### src/rtl/instr_encoder_loader.sv
// -----------------------------------------------------------------------------
// instr_encoder_loader
//   Turns instruction requests (kind + fields) into 32-bit MIPS words and writes
//   them to consecutive instruction-memory word addresses. The boot/self-test
//   path uses it to load a program before the pipeline is released.
//
// Ports
//   clk_i            clock, all state changes on the rising edge
//   rst_n_i          synchronous reset, active-low
//   start_i          opens a load session (only honoured while idle)
//   in_valid_i       request valid
//   in_ready_o       request accepted on in_valid_i & in_ready_o at posedge
//   in_kind_i        0=R 1=J 2=BEQ 3=LW 4=SW 5=ADDI 6=ANDI 7=illegal
//   in_rs_i/rt_i/rd_i, in_funct_i, in_imm_i, in_target_i   instruction fields
//   in_last_i        marks the final request of the session
//   imem_we_o        one-cycle write strobe
//   imem_addr_o      word address (held when no write)
//   imem_wdata_o     encoded instruction (held when no write)
//   busy_o           session in progress (not idle)
//   done_o           one-cycle pulse in the cycle the session ends
//   err_illegal_o    sticky: an illegal kind was seen this session
//   err_overflow_o   sticky: MAX_INSTR words written without in_last_i
//   wr_count_o       words written this session
// -----------------------------------------------------------------------------
module instr_encoder_loader #(
    parameter int ADDR_W    = 8,
    parameter int BASE_ADDR = 0,
    parameter int MAX_INSTR = 256
) (
    input  logic              clk_i,
    input  logic              rst_n_i,
    input  logic              start_i,
    input  logic              in_valid_i,
    output logic              in_ready_o,
    input  logic [2:0]        in_kind_i,
    input  logic [4:0]        in_rs_i,
    input  logic [4:0]        in_rt_i,
    input  logic [4:0]        in_rd_i,
    input  logic [5:0]        in_funct_i,
    input  logic [15:0]       in_imm_i,
    input  logic [25:0]       in_target_i,
    input  logic              in_last_i,
    output logic              imem_we_o,
    output logic [ADDR_W-1:0] imem_addr_o,
    output logic [31:0]       imem_wdata_o,
    output logic              busy_o,
    output logic              done_o,
    output logic              err_illegal_o,
    output logic              err_overflow_o,
    output logic [15:0]       wr_count_o
);

    typedef enum logic [1:0] {
        S_IDLE,
        S_LOAD,
        S_DONE
    } state_t;

    localparam logic [ADDR_W-1:0] BASE_C = ADDR_W'(BASE_ADDR);
    localparam logic [15:0]       MAX_C  = 16'(MAX_INSTR);

    state_t              state_q;
    logic                ready_q;
    logic                we_q;
    logic [ADDR_W-1:0]   addr_q;
    logic [ADDR_W-1:0]   next_addr_q;   // address the next legal word goes to
    logic [31:0]         wdata_q;
    logic                done_q;
    logic                err_ill_q;
    logic                err_ovf_q;
    logic [15:0]         count_q;

    logic                accept;
    logic                legal;
    logic [15:0]         count_d;

    function automatic logic [31:0] encode(
        input logic [2:0]  kind,
        input logic [4:0]  rs,
        input logic [4:0]  rt,
        input logic [4:0]  rd,
        input logic [5:0]  funct,
        input logic [15:0] imm,
        input logic [25:0] target
    );
        logic [31:0] w;
        case (kind)
            3'd0:    w = {6'b000000, rs, rt, rd, 5'b00000, funct};
            3'd1:    w = {6'b000010, target};
            3'd2:    w = {6'b000100, rs, rt, imm};
            3'd3:    w = {6'b100011, rs, rt, imm};
            3'd4:    w = {6'b101011, rs, rt, imm};
            3'd5:    w = {6'b001000, rs, rt, imm};
            3'd6:    w = {6'b001100, rs, rt, imm};
            default: w = 32'h0;
        endcase
        return w;
    endfunction

    assign accept  = in_valid_i & ready_q;
    assign legal   = (in_kind_i != 3'd7);
    // Count already includes the write issued by this accept, so ready can be
    // dropped in the same edge that fills the last slot.
    assign count_d = count_q + {15'd0, legal};

    always_ff @(posedge clk_i) begin
        if (!rst_n_i) begin
            state_q     <= S_IDLE;
            ready_q     <= 1'b0;
            we_q        <= 1'b0;
            addr_q      <= BASE_C;
            next_addr_q <= BASE_C;
            wdata_q     <= 32'h0;
            done_q      <= 1'b0;
            err_ill_q   <= 1'b0;
            err_ovf_q   <= 1'b0;
            count_q     <= 16'd0;
        end else begin
            we_q   <= 1'b0;
            done_q <= 1'b0;
            case (state_q)
                S_IDLE: begin
                    if (start_i) begin
                        state_q     <= S_LOAD;
                        ready_q     <= 1'b1;
                        err_ill_q   <= 1'b0;
                        err_ovf_q   <= 1'b0;
                        count_q     <= 16'd0;
                        next_addr_q <= BASE_C;
                    end
                end
                S_LOAD: begin
                    if (accept) begin
                        if (legal) begin
                            we_q        <= 1'b1;
                            addr_q      <= next_addr_q;
                            wdata_q     <= encode(in_kind_i, in_rs_i, in_rt_i, in_rd_i,
                                                  in_funct_i, in_imm_i, in_target_i);
                            next_addr_q <= next_addr_q + 1'b1;
                            count_q     <= count_d;
                        end else begin
                            err_ill_q <= 1'b1;
                        end
                        // The final write and the done pulse share the DONE cycle.
                        if (in_last_i || (count_d == MAX_C)) begin
                            state_q <= S_DONE;
                            ready_q <= 1'b0;
                            done_q  <= 1'b1;
                            if (!in_last_i) begin
                                err_ovf_q <= 1'b1;
                            end
                        end
                    end
                end
                S_DONE: begin
                    state_q <= S_IDLE;
                end
                default: begin
                    state_q <= S_IDLE;
                    ready_q <= 1'b0;
                end
            endcase
        end
    end

    assign in_ready_o     = ready_q;
    assign imem_we_o      = we_q;
    assign imem_addr_o    = addr_q;
    assign imem_wdata_o   = wdata_q;
    assign busy_o         = (state_q != S_IDLE);
    assign done_o         = done_q;
    assign err_illegal_o  = err_ill_q;
    assign err_overflow_o = err_ovf_q;
    assign wr_count_o     = count_q;

endmodule

### config.mk
export PLATFORM = sky130hd
export DESIGN_NAME = instr_encoder_loader
export DESIGN_NICKNAME = d
export VERILOG_FILES = /design/src/rtl/instr_encoder_loader.sv
export SDC_FILE = /design/constraint.sdc
export NUM_CORES = 1
export LEC_CHECK = 0
export CAP_MARGIN = 10
export CORE_MARGIN = 5
export CORE_UTILIZATION = 45
export CTS_CLUSTER_SIZE = 25
export DETAILED_ROUTE_END_ITERATION = 8
export HOLD_SLACK_MARGIN = 0.15
export PLACE_DENSITY = 0.81
export SETUP_SLACK_MARGIN = 0.02
export SLEW_MARGIN = 20
export SYNTH_ARGS = -nofsm -noshare
export SYNTH_HDL_FRONTEND = slang
export SYNTH_SLANG_ARGS = --single-unit
### constraint.sdc
create_clock -name clk_i -period 4.5 [get_ports clk_i]
set_input_delay 1.35 -clock clk_i [delete_from_list [all_inputs] [get_ports clk_i]]
set_output_delay 1.35 -clock clk_i [all_outputs]
set_load 0.02 [all_outputs]
==> results of run 1 <==
worst paths after layout:
path	slack (ns)	cells after the start	endpoint	from
max	0.64	10	err_overflow_o$_SDFFE_PN0P_	in_kind_i[2]
min	0.46	2	imem_addr_o[3]$_SDFFE_PN0P_	imem_addr_o[3]$_SDFFE_PN0P_
max reg2reg	2.04	7	err_overflow_o$_SDFFE_PN0P_	wr_count_o[0]$_SDFFE_PN0P_
min reg2reg	0.46	2	imem_addr_o[3]$_SDFFE_PN0P_	imem_addr_o[3]$_SDFFE_PN0P_
worst max-delay path, stage by stage:
cell             delay, ns
clkdlybuf4s50_1       0.41
and3_1                0.27
inv_1                 0.15
ha_1                  0.47
nand3_1               0.28
nor3_4                0.28
nor4b_2               0.29
o32ai_2               0.16
a2111oi_2             0.34
o21ba_1               0.15
registers in the layout, indices dropped and copies added (netlist names):
name / count
done_o: 1
next_addr_q: 8
err_overflow_o: 1
imem_wdata_o: 30
in_ready_o: 1
imem_we_o: 1
wr_count_o: 16
err_illegal_o: 1
imem_addr_o: 8
state_q: 2
cell usage in the layout, fill, tap and decap left out, drive strengths merged, types with 4 or more instances in the layout:
cell / n
a22oi: 4
a211oi: 12
a22o: 10
dfxtp: 69
clkbuf: 9
a221o: 10
nor3: 4
nor2: 20
a32oi: 5
inv: 7
and3: 9
nand4: 4
xor2: 6
o211a: 16
o21ai: 34
a21boi: 13
buf: 10
a21oi: 25
nand3: 13
nor2b: 16
nand3b: 4
clkdlybuf4s50: 130
nand2b: 4
or3: 5
and2: 7
nand2: 38
o22ai: 11
metrics by stage:
stage	utilization, %	power [W]	cell area [um2]	hold WS (ns)
detailed placement	63.9	0.000839	4970	0.447
global placement	63.9	0.000837	4970	0.442
floorplan	-	0.000735	3620	0.451
finish	66.9	0.00140	5190	0.455
CTS	66.9	0.00141	5190	0.459
global route	66.9	0.00146	5190	0.481
cell usage after synthesis, types with 4 or more instances:
| cell | count |
|---|---|
| a21oi_1 | 25 |
| a32oi_1 | 5 |
| and3_1 | 9 |
| a21boi_0 | 6 |
| nand2b_1 | 4 |
| a22o_1 | 10 |
| o21ai_0 | 31 |
| o211a_1 | 16 |
| a21boi_1 | 7 |
| a22oi_1 | 4 |
| nand3b_1 | 4 |
| a211oi_1 | 12 |
| clkbuf_1 | 29 |
| nor2b_1 | 16 |
| inv_1 | 4 |
| dfxtp_1 | 69 |
| buf_2 | 6 |
| and2_1 | 7 |
| o22ai_1 | 11 |
| or3_1 | 5 |
| nand2_1 | 38 |
| xor2_1 | 6 |
| nor2_1 | 20 |
| a221o_1 | 10 |
| nand3_1 | 12 |
logic make-up (layout without fill, tap and decap cells):
group	count (synthesis)	in the layout	share of synthesized area, %
adder cells (fa/ha/maj)	3	3	1.04
AND/OR/NAND/NOR	141	141	22.4
XOR/XNOR	9	9	2.18
flip-flops	69	69	38.2
other	1	1	0.104
AO/OA/AOI/OAI	157	157	31.3
buffers and inverters	42	160	4.77
cell type report:
| cell class | count | area, um2 | share of cell area, % |
|---|---|---|---|
| Tap cell | 102 | 128 | 2.46 |
| Multi-Input combinational cell | 311 | 2070 | 39.8 |
| Timing Repair Buffer | 140 | 1370 | 26.4 |
| Sequential cell | 69 | 1380 | 26.6 |
| Clock inverter | 7 | 105 | 2.02 |
| Clock buffer | 9 | 124 | 2.38 |
| Inverter | 4 | 15.0 | 0.289 |
power groups by stage:
stage / clock network [W] / registers (W) / logic [W]
floorplan: 0 / 0.000648 / 0.0000871
global placement: 0 / 0.000642 / 0.000195
detailed placement: 0 / 0.000642 / 0.000197
CTS: 0.000588 / 0.000628 / 0.000198
global route: 0.000616 / 0.000630 / 0.000212
finish: 0.000578 / 0.000628 / 0.000197
per-layer routing:
metal	GRT usage (%)	wire length [um]	part of all wire (%)	up-vias
li1	-	-	-	1810
met3	6.03	818	7.9	9
met1	24.9	4370	42	1735
met4	6.30	102	0.98	0
met5	0	0	0	-
met2	34.9	5070	49	135
==> impl_metrics.ini, run 1 <==
[timing]
max-slew-margin-rel_pct = 40.7
hold_viol_final = 0
rsz0062_at_grt = no
setup_slack_ns = 0.638
min_period_ns = 3.86
setup_viol = 0
fmax_mhz = 259
drv_slew = 0
tightestPinTransition_ns = 0.888
fin_tns_setup_ns = 0
fin_crit_sh_pct = 85.8
finClkSkew_ns = 0.00828

[global_routing]
antenna_found_initial = 0
grt_start_max_net_pins = 41
grt_pass1_vias = 3530
grt_pass1_wl_um = 16700
grt-ovfl-total = 0
grt_use_total_pct = 20.5

[routing]
drt_wl_total_um = 10400
avgViaCountPerCell = 5.75
drt_iter0_drc = 134
drt_pass1_iterations = 4
wl_per_cell_um = 16.1
ant_nets = 0
drc = 0
vias = 3689

[setup_path]
worstSetupPathType = input port to register
crit_path_start_kind = input port
path_max_fanout = 14
worstPathRequired_ns = 4.79
crit_arrival_ns = 4.16
crit_path_end_kind = register

[clocking]
path_clk_slew_ns = 0.08
post_cts_buffers = 0
ctsHoldBuffers = 0
numCtsBuffers = 9
cts_max_level = 3
post_cts_resized = 0
cts.sinks = 69
root_buffer = clkbuf_8
clock_latency_ns = 0.35
cts_buffer_depth = 2
cts_tree = yes

[layout]
antenna_cells = 0
nFillCells = 654
fin_nets = 609
syn_to_final_growth_pct = 43.6
layout-drive-gt1-share_pct = 7.41
final_cells = 642

[yosys]
synth_cell_types = 60
yosysSeqAreaShare_pct = 38.2
synthArstFlopShare_pct = 0
netlist_instances = 422
synth_top_area_cell = dfxtp_1
synth.avg_cell_area_um2 = 8.57
ys.flop_type = dfxtp_1
synth-edff-count = 0
yosys_warnings = 0
synth_top_area_share_pct = 38.2
synth_top_cells_by_area = dfxtp_1, o211a_1, o21ai_0
syn-num-nets = 496
netlist_area_mm2 = 0.00362
ys_ff_latch = 69

[pwr]
comb_power_share_pct = 14.0
clockPowerShare_pct = 41.2
seq_power_share_pct = 44.7
peakVddDrop_uv = 178
swShare_pct = 25.6
p_sw_w = 0.000359
power_density_mw_per_mm2 = 270
p_int_w = 0.00104
p_leak_nw = 2.04

[floorplanning]
core_mm2 = 0.00777
num_rows = 32
die_w_um = 99.7
initial_core_util_pct = 46.6
dieArea_mm2 = 0.00993
die_height_um = 99.7
io_pins = 133

[place]
placedCellCount = 626
port-buffer-count = 131
pre_cts_ws_ns = 0.326
gp_congestion = 0.863
hpwlAfterDp_um = 7490

[outcome]
run_status = finished clean

[worst_hold_path]
min_path_type = register to register

[run]
drv_cap = 0
No activity file was read; power rests on OpenSTA's default activity.
==> run 2, diff against run 1 <==
- ABC_AREA: not set -> 1
- CORE_UTILIZATION: 45 -> 44
- PLACE_DENSITY: 0.81 -> 0.8
==> impl_metrics.ini, run 2 <==
[routing]
ant_nets = 0
drt_wl_total_um = 10400
drt_iter0_drc = 127
drc = 0
avgViaCountPerCell = 5.14
drt_pass1_iterations = 4
wl_per_cell_um = 14.7
vias = 3649

[setup_path]
cp_slowest_cell = clkdlybuf4s50_1
crit_path_start_kind = input port
crit_top_cell = nand2_1
crit_path_end_kind = register
crit_chain = clkdlybuf4s50_1 > nand2_1 > nor2_1 > inv_1 > ha_1 > nand3_1 > inv_2 > nand2_1 > nor2_1 > nand2_1 > nand2_1 > nor2_1 > nand3_2 > nand3_4 > nand3_1 > nand2_1 > a21oi_1
crit_arrival_ns = 3.72
worstSetupPathType = input port to register
path_max_fanout = 4
crit_buf_inv = 3
r2r_slack_ns = 2.50
critPathMaxStageDelay_ns = 0.52
critPathTopFamily = simple AND/OR/NAND/NOR gates
worstPathRequired_ns = 4.72

[floorplanning]
initial_core_util_pct = 45.4
num_rows = 32
die_height_um = 99.3
die_w_um = 99.3
core_mm2 = 0.00773
dieArea_mm2 = 0.00986
io_pins = 133

[timing]
fin_crit_sh_pct = 77.7
tightestPinTransition_ns = 1.07
finClkSkew_ns = 0.0115
hold_viol_final = 0
drv_slew = 0
fin_tns_setup_ns = 0
setup_viol = 0
setup_slack_ns = 1.00
max-slew-margin-rel_pct = 28.5
fmax_mhz = 286
min_period_ns = 3.50
rsz0062_at_grt = no

[global_routing]
grt-ovfl-total = 0
use_met3_pct = 5.75
grt_pass1_vias = 3656
antenna_found_initial = 0
use_met2_pct = 36.8
busiest_layer = met2
grt_start_max_net_pins = 59
grt_use_total_pct = 21.2
grt_use_met1_pct = 24.4
grt_pass1_wl_um = 17100

[yosys]
netlist_instances = 478
ys_ff_latch = 69
yosys-top-cells-count = nand2_1, dfxtp_1, a21oi_1
synth-edff-count = 0
synth_top_cells_by_area = dfxtp_1, nand2_1, a21oi_1
netlist_area_mm2 = 0.00351
synthMostInstantiatedCell = nand2_1
synth_top_area_share_pct = 39.4
yosysSeqAreaShare_pct = 39.4
yosys_warnings = 0
synthArstFlopShare_pct = 0
synth_top_area_cell = dfxtp_1
ys.flop_type = dfxtp_1
synth.avg_cell_area_um2 = 7.34
synth_cell_types = 43
syn-num-nets = 552

[pwr]
power_density_mw_per_mm2 = 323
peakVddDrop_uv = 159
p_sw_w = 0.000489
p_int_w = 0.00115
swShare_pct = 29.9
clockPowerShare_pct = 34.7
p_leak_nw = 1.97
seq_power_share_pct = 41.4
comb_power_share_pct = 24.0

[clocking]
cts_buffer_depth = 2
root_buffer = clkbuf_8
clock_latency_ns = 0.35
cts.sinks = 69
post_cts_buffers = 0
post_cts_resized = 0
path_clk_slew_ns = 0.08
cts_tree = yes
ctsHoldBuffers = 0
cts_max_level = 3
numCtsBuffers = 9

[layout]
layout-drive-gt1-share_pct = 11.2
nFillCells = 655
syn_to_final_growth_pct = 44.3
antenna_cells = 0
fin_nets = 677
layout_common_cells = clkdlybuf4s50_1, nand2_1, dfxtp_1, a21oi_1, inv_1
largest_reg_flops = 30
final_common_cell = clkdlybuf4s50_1

[place]
hpwlAfterDp_um = 7760
port-buffer-count = 131
pre_cts_ws_ns = 0.685
gp_congestion = 0.881

[outcome]
run_status = finished clean

[worst_hold_path]
min_path_type = register to register

[run]
drv_cap = 0
[run 2: cell count changes after synthesis, moves of 13 or more]
| cell | previous run | this run |
|---|---|---|
| a21oi_1 | 25 | 58 |
| a21oi_2 | 0 | 16 |
| clkbuf_1 | 29 | 6 |
| inv_1 | 4 | 36 |
| nand2_1 | 38 | 122 |
| nor2_1 | 20 | 33 |
| nor2b_1 | 16 | 0 |
| o211a_1 | 16 | 0 |
[run 2: logic make-up (layout without fill, tap and decap cells)]
| logic type | after synthesis | in the layout | synth area share (%) |
|---|---|---|---|
| xor+xnor | 2 | 2 | 0.499 |
| fa+ha+maj | 3 | 3 | 1.07 |
| buf+inv | 65 | 195 | 9.13 |
| other cells | 1 | 1 | 0.107 |
| compound gates | 128 | 128 | 22.7 |
| simple gates | 210 | 210 | 27.1 |
| flops | 69 | 69 | 39.4 |
[run 2: area by class of cell]
| type | count | area, um2 | share of cell area, % |
|---|---|---|---|
| inverters | 41 | 156 | 3.09 |
| well taps | 102 | 128 | 2.52 |
| clock inverters | 7 | 98.8 | 1.95 |
| clock buffers | 9 | 124 | 2.45 |
| multi-input cells | 344 | 1810 | 35.7 |
| repair buffers | 138 | 1360 | 26.9 |
| flip-flops and latches | 69 | 1380 | 27.3 |
[run 2: worst reg2reg max path: cells and delay by family, from the launching register on]
family	cells	cell delay (ns)
AND/OR/NAND/NOR	9	0.94
AO/OA/AOI/OAI	2	0.23
adder cells (fa/ha/maj)	1	0.30
flip-flops	1	0.42
[run 2: per-layer routing]
layer  wire, um  up-vias  part of all wire (%)
li1           -     1833                     -
met1       4170     1676                    40
met2       5260      122                    50
met3        761       18                   7.3
met4        257        0                   2.5
met5          0        -                     0
[run 2: final timing paths]
kind                                       to  cells after the start                         from
hold reg to reg   err_overflow_o$_SDFFE_PN0P_                      2  err_overflow_o$_SDFFE_PN0P_
setup / recovery      in_ready_o$_SDFFE_PN0P_                     17                 in_kind_i[1]
hold / removal    err_overflow_o$_SDFFE_PN0P_                      2  err_overflow_o$_SDFFE_PN0P_
setup reg to reg      in_ready_o$_SDFFE_PN0P_                     12   wr_count_o[0]$_SDFFE_PN0P_
[run 2: through the flow]
stage / hold WS [ns] / utilization [%] / total power [W] / std cells / cell area (um2)
after global placement: 0.453 / 62.6 / 0.00107 / 694 / 4840
after detailed placement: 0.459 / 62.6 / 0.00108 / 694 / 4840
after global routing: 0.486 / 65.5 / 0.00171 / 710 / 5060
after floorplan: 0.445 / - / 0.000906 / 478 / 3510
final: 0.469 / 65.5 / 0.00164 / 710 / 5060
after CTS: 0.472 / 65.5 / 0.00164 / 710 / 5060
[run 2: power groups by stage]
stage,clock network [W],registers [W],logic [W]
finish,0.000567,0.000677,0.000392
global route,0.000606,0.000682,0.000424
CTS,0.000575,0.000677,0.000393
detailed placement,0,0.000690,0.000391
floorplan,0,0.000736,0.000170
global placement,0,0.000689,0.000385
